===== src/rtl/dram_arb_pkg.sv =====
// Shared types for the DRAM line-fill read arbiter: FSM states, owner encoding, line width.
// Latency: n/a (types and constant functions only).
// Backpressure: n/a.
package dram_arb_pkg;

    typedef enum logic [1:0] {IDLE, BUSY, DONE} arb_state_t;

    typedef enum logic {OWNER_IC, OWNER_DC} arb_owner_t;

    // Cache line width in bits for a given number of byte-offset bits.
    function automatic int line_size(input int byte_offset_bits);
        return 8 * (1 << byte_offset_bits);
    endfunction

endpackage


===== src/rtl/dram_read_arbiter.sv =====
// Shares the single DRAM line-fill port between the instruction and data caches, one read at a time.
// Latency: grant registered 1 cycle after request; returned line and valid are routed combinationally (0 cycles).
// Backpressure: losing requester holds its level request until granted; DRAM has no timeout.
// Build option: DRAM_ARB_ROUND_ROBIN_EN selects round-robin ties; otherwise the data cache always wins a tie.
import dram_arb_pkg::*;

module dram_read_arbiter #(
    parameter int ByteOffsetBits = 4,
    parameter int IndexBits      = 6,
    parameter int TagBits        = 22
) (
    input  logic                                    clk_i,
    input  logic                                    rstn_i,
    input  logic                                    ic_mem_read_en_i,
    input  logic [31:0]                             ic_mem_addr_i,
    output logic                                    ic_mem_read_valid_o,
    output logic [line_size(ByteOffsetBits)-1:0]    ic_mem_read_data_o,
    input  logic                                    dc_mem_read_en_i,
    input  logic [31:0]                             dc_mem_addr_i,
    output logic                                    dc_mem_read_valid_o,
    output logic [line_size(ByteOffsetBits)-1:0]    dc_mem_read_data_o,
    output logic                                    mem_read_en_o,
    output logic [31:0]                             mem_addr_o,
    input  logic                                    mem_read_valid_i,
    input  logic [line_size(ByteOffsetBits)-1:0]    mem_read_data_i
);

    // Tag/index only describe the caches' geometry; the arbiter just needs it to fit a 32-bit address.
    if (TagBits + IndexBits + ByteOffsetBits > 32) begin : g_geometry_too_wide
        $error("cache geometry exceeds a 32-bit address");
    end

    arb_state_t  r_state;
    arb_owner_t  r_owner;
    logic [31:0] r_addr;
    logic        r_read_en;

    arb_owner_t  w_pick;
    logic [31:0] w_pick_addr;
    logic        w_any_req;

`ifdef DRAM_ARB_ROUND_ROBIN_EN
    arb_owner_t  r_last_grant;
`endif

    assign w_any_req = ic_mem_read_en_i | dc_mem_read_en_i;

    // Choose the next owner; a lone requester always wins, ties follow the build option.
    always_comb begin
        w_pick = OWNER_IC;
        if (ic_mem_read_en_i && dc_mem_read_en_i) begin
`ifdef DRAM_ARB_ROUND_ROBIN_EN
            w_pick = (r_last_grant == OWNER_DC) ? OWNER_IC : OWNER_DC;
`else
            w_pick = OWNER_DC;
`endif
        end else if (dc_mem_read_en_i) begin
            w_pick = OWNER_DC;
        end
        w_pick_addr = (w_pick == OWNER_DC) ? dc_mem_addr_i : ic_mem_addr_i;
    end

    // Main FSM: grant in IDLE, hold the read in BUSY until DRAM answers, one turnaround cycle in DONE.
    always_ff @(posedge clk_i or negedge rstn_i) begin
        if (!rstn_i) begin
            r_state   <= IDLE;
            r_owner   <= OWNER_IC;
            r_addr    <= '0;
            r_read_en <= 1'b0;
        end else begin
            case (r_state)
                IDLE: begin
                    if (w_any_req) begin
                        r_owner   <= w_pick;
                        r_addr    <= {w_pick_addr[31:ByteOffsetBits], {ByteOffsetBits{1'b0}}};
                        r_read_en <= 1'b1;
                        r_state   <= BUSY;
                    end
                end
                BUSY: begin
                    if (mem_read_valid_i) begin
                        r_read_en <= 1'b0;
                        r_state   <= DONE;
                    end
                end
                DONE: begin
                    // No grant here, so a request still high right after its valid is not served twice.
                    r_state <= IDLE;
                end
                default: begin
                    r_read_en <= 1'b0;
                    r_state   <= IDLE;
                end
            endcase
        end
    end

`ifdef DRAM_ARB_ROUND_ROBIN_EN
    // Remember the last winner so the next tie goes to the other cache; starts at DC so IC wins the first tie.
    always_ff @(posedge clk_i or negedge rstn_i) begin
        if (!rstn_i) begin
            r_last_grant <= OWNER_DC;
        end else if (r_state == IDLE && w_any_req) begin
            r_last_grant <= w_pick;
        end
    end
`endif

    assign mem_read_en_o = r_read_en;
    assign mem_addr_o    = r_addr;

    // Valid is forwarded only to the current owner and only while a read is outstanding.
    assign ic_mem_read_valid_o = mem_read_valid_i & (r_state == BUSY) & (r_owner == OWNER_IC);
    assign dc_mem_read_valid_o = mem_read_valid_i & (r_state == BUSY) & (r_owner == OWNER_DC);

    // Both caches see the DRAM line; the valid pulse says which one should take it.
    assign ic_mem_read_data_o = mem_read_data_i;
    assign dc_mem_read_data_o = mem_read_data_i;

endmodule


===== config.mk =====
export PLATFORM = sky130hd
export DESIGN_NAME = dram_read_arbiter
export DESIGN_NICKNAME = d
export VERILOG_FILES = /design/src/rtl/dram_arb_pkg.sv /design/src/rtl/dram_read_arbiter.sv
export SDC_FILE = /design/constraint.sdc
export NUM_CORES = 1
export LEC_CHECK = 0
export ABC_AREA = 1
export CAP_MARGIN = 20
export CORE_AREA = 4 4 187 189
export CTS_CLUSTER_DIAMETER = 150
export DETAILED_ROUTE_END_ITERATION = 8
export DIE_AREA = 0 0 191 193
export GPL_ROUTABILITY_DRIVEN = 0
export GPL_TIMING_DRIVEN = 0
export PLACE_DENSITY = 0.54
export SLEW_MARGIN = 5
export SYNTH_ARGS = -nofsm -noshare
export SYNTH_HDL_FRONTEND = slang
export SYNTH_SLANG_ARGS = --single-unit

===== constraint.sdc =====
create_clock -name clk_i -period 1.1 [get_ports clk_i]
set_clock_uncertainty 0.05 [all_clocks]
set_input_delay 0.22 -clock clk_i [delete_from_list [all_inputs] [get_ports clk_i]]
set_output_delay 0.22 -clock clk_i [all_outputs]
set_load 0.1 [all_outputs]

# After elaboration in Yosys (flattened, before gate mapping)
# Index checks and enable logic that the tools add are counted.
# Widths: inputs -> output; s select.
[word_totals]
register_bits = 32
[op_classes]
eq_ne = 4
n_mux = 9
bitwise_logic = 6
n_reduce_logical = 5
[op_table]
columns = ["cell", "count"]
rows = [
  ["$mux 32", 1],
  ["$mux 1", 4],
  ["$mux 2", 2],
  ["$ne 2x2->1 const B", 2],
  ["$pmux 2 s2", 1],
  ["$reduce_and 2->1", 2],
  ["$and 1x1->1", 3],
  ["$pmux 1 s3", 1],
  ["$reduce_and 3->1", 1],
  ["$eq 2x1->1 const B", 1],
  ["$eq 2x2->1 const B", 1],
  ["$logic_not 2->1", 1],
  ["$not 1->1", 2],
  ["$logic_and 1x1->1", 1],
  ["$or 1x1->1", 1],
]

# Depth between registers and ports, before layout
[logic_depth]
ltp_word = 3
mapped_depth = 7

# Least setup slack after synthesis
# No wires, ideal clock.
[synth_path]
path_type = "reg2out"
startpoint = "register r_state[1]"
endpoint = "output dc_mem_read_valid_o"
t_arrival_ns = 1.829
t_required_ns = 0.830
setup_slack_ns = -0.999
path_stages_with_launch = 4
n_path_buf = 0
cell_sequence = "dfrtp_1 > inv_1 > nand3_1 > nor2_1"
[synth_via]
elab_chain_len = 3
[synth_lines]
columns = ["element", "line_no", "rtl"]
rows = [
  ["start, declared", "dram_read_arbiter.sv:33", "arb_state_t r_state;"],
  ["start signal, assigned", "dram_read_arbiter.sv:66", "r_state <= IDLE;"],
  ["start signal, assigned", "dram_read_arbiter.sv:77", "r_state <= BUSY;"],
  ["start signal, assigned", "dram_read_arbiter.sv:83", "r_state <= DONE;"],
  ["$eq 2x1->1", "dram_read_arbiter.sv:114", "assign dc_mem_read_valid_o = mem_read_valid_i & (r_state == BUSY) & (r_owner == OWNER_DC);"],
  ["$and 1x1->1 (2 in a row)", "dram_read_arbiter.sv:114", ""],
  ["end, declared", "dram_read_arbiter.sv:20", "output logic dc_mem_read_valid_o,"],
]
# Every way passes these cells.

# Worst setup path after layout
# Ends and elaborated chain as after synthesis.

==> results.toml <==
[clock_tree]
cts_max_path_buffers = 2
clk_latency_ns = 0.30
cts-root-buf = "clkbuf_16"
cts.sinks = 32
numCtsBuffers = 5
cts_tree = "done"
clkTransAtPathRegs_ns = 0.07
htree_levels = 2

[pwr]
power_density_nw_per_um2 = 2390
ir_drop_mv = 1.22
p_leak_nw = 4.01
totalPowerFinal_mw = 17.6

[timing]
hold_viol_final = 0
max-slew-margin-rel = 0.652
maxSlewViolCount = 0
tightest_slew_ns = 0.525
rsz0062_at_grt = "true"
max_freq_ghz = 0.691
setup_slack_ns = -0.347
period_minus_slack_ns = 1.45
setup_tns_ns = -8.61
setup_viol_count_final = 63
finalCritPeriodShare = 1.32

[worst_setup_path]
max_stage_delay_ns = 0.39
cp-startpoint = "r_state[1]"
critical_path.cell_chain = "inv_2 -> nand3_4 -> nor2_4 -> buf_12"
worst_ep_arrival_time_ns = 1.18
worst_setup_path_start_kind = "flop"
crit_path_end_kind = "output port"
worstPathRequired_ns = 0.83
cp_slowest_cell = "dfrtp_1"
worstReg2RegStart = "r_state[1]"
path_class = "reg2out"
worstPathMaxFanout = 3

[detailed_routing]
routed_via_density = 2.98
wirelength_mm = 18.9
vias = 3920
ant_nets = 0
first_pass_iters = 4
drc = 0
post_drt_wl_per_cell_um = 14.4
drt_iter0_drc = 44

[hold_path]
hold_path_class = "in2reg"
min_from = "mem_read_valid_i"

[layout]
nets = 1062
syn2layout_area_growth_pct = 104
final_core_utilization = 0.221
final_cell_area_sq_um = 7360
drive_above_1_share = 0.734

[die]
core_sq_um = 33300
start_util = 0.108
die_area_sq_um = 36900
die_h_um = 193
io_pins = 488
fp.dieW_um = 191
rows = 67

[logic_synthesis]
synth_seq_area_share = 0.222
syn_area_sq_um = 3600
postSynthAreaPerCell_sq_um = 7.29
ys_types = 17
synth_edf_count = 0
synthFlopType = "dfrtp_1"
synthArstFlopShare = 1.00
yosys_warnings = 0
ys_seq_elements = 32
synthCells = 494

[outcome]
status = "finished, violations left"
violations = "setup timing"

[global_routing]
grt_pass1_vias = 4094
grt_max_degree = 22
overflow = 0
grt_pass1_wl_mm = 25.4
track_usage = 0.0929
antenna_found_initial = 3

[job]
drv_cap = 0

[placement]
io_buffers = 347
placed_cell_area_sq_um = 7730
post-dp-hpwl_mm = 16.0
placed cells by master, fill, tap and decap left out, drive strengths merged:
cell,synthesis,routed
dlygate4sd3,0,1
clkinvlp,0,1
buf,271,530
o21a,1,1
conb,1,4
clkdlybuf4s50,0,57
inv,7,7
dlygate4sd2,0,2
nor2,5,5
o21ai,2,2
clkbuf,0,7
nand2,173,173
a21oi,1,1
diode,0,2
clkdlybuf4s18,0,42
nand3,1,1
dfrtp,32,32
per-layer routing:
| layer | share of wire | vias up | wire length [um] | global-route usage |
|---|---|---|---|---|
| li1 | - | 1955 | - | - |
| met1 | 0.39 | 1720 | 7320 | 0.111 |
| met2 | 0.51 | 230 | 9570 | 0.162 |
| met3 | 0.096 | 11 | 1820 | 0.0319 |
| met4 | 0.0092 | 4 | 174 | 0.0199 |
| met5 | 0.00095 | - | 18 | 0 |
power breakdown:
part | switching, mW | internal (mW)
registers | 0.596 | 1.83
clock network | 0.679 | 0.907
logic | 9.46 | 4.12
total | 10.7 | 6.87
worst max-delay path: cells and delay by family (launching register included):
kind                   cells  cell delay, ns
flip-flops                 1            0.39
AND/OR/NAND/NOR            2            0.22
buffers and inverters      2            0.26
cells by family after synthesis:
family                 Yosys count  synth area share
DFF                             32             0.222
AOI/OAI and AO/OA                4           0.00625
and+or+nand+nor                179             0.193
other                            1           0.00104
buffers and inverters          278             0.578
through the flow:
stage	setup WS (ns)	hold slack (ns)	std cells
4_1_cts	-0.367	0.301	1314
3_5_place_dp	-1.36	0.107	1293
6_report	-0.347	0.308	1316
2_1_floorplan	-0.239	-0.126	497
5_1_grt	-0.410	0.298	1314
3_3_place_gp	-1.47	0.419	1292
area by class of cell:
class	instances	area (sq um)
fill	3751	25900
antenna	2	5.00
tap	448	561
inverter	7	26.3
sequential	32	838
buffer	270	2070
clock buffer	7	143
multi-input combinational	187	820
timing repair buffer	362	2890
clock inverter	1	7.51
state kept, by name (all words and copies together), names as in the netlist:
register	count
r_state	2
mem_addr_o	28
mem_read_en_o	1
r_owner	1
worst paths after layout:
kind	slack, ns	cells past startpoint	end
worst max-delay path	-0.35	4	dc_mem_read_valid_o
worst min-delay path	0.31	2	r_state[0]
worst max register to register	-0.28	9	mem_addr_o[25]
worst min register to register	0.45	2	mem_addr_o[31]
max in group asynchronous	0.18	3	mem_addr_o[20]
min in group asynchronous	0.35	2	mem_addr_o[24]
repair_timing:
item                                    in CTS  in global routing
endpoints found under the setup margin     318                198
setup buffers                               10                  2
resized for setup                         1374                181
hold buffers                                 1                  0
gates cloned                                 2                  0
hold endpoints to repair                    11                  0
pin swaps                                    3                  3
synthesized netlist by cell type, types with 2 or more instances:
cell	instances	area share
buf_4	264	0.55
nand2_1	172	0.18
dfrtp_1	32	0.22
buf_6	6	0.019
inv_1	5	0.0052
nor2_1	3	0.0031
inv_2	2	0.0021
No activity file was read; power rests on OpenSTA's default activity.
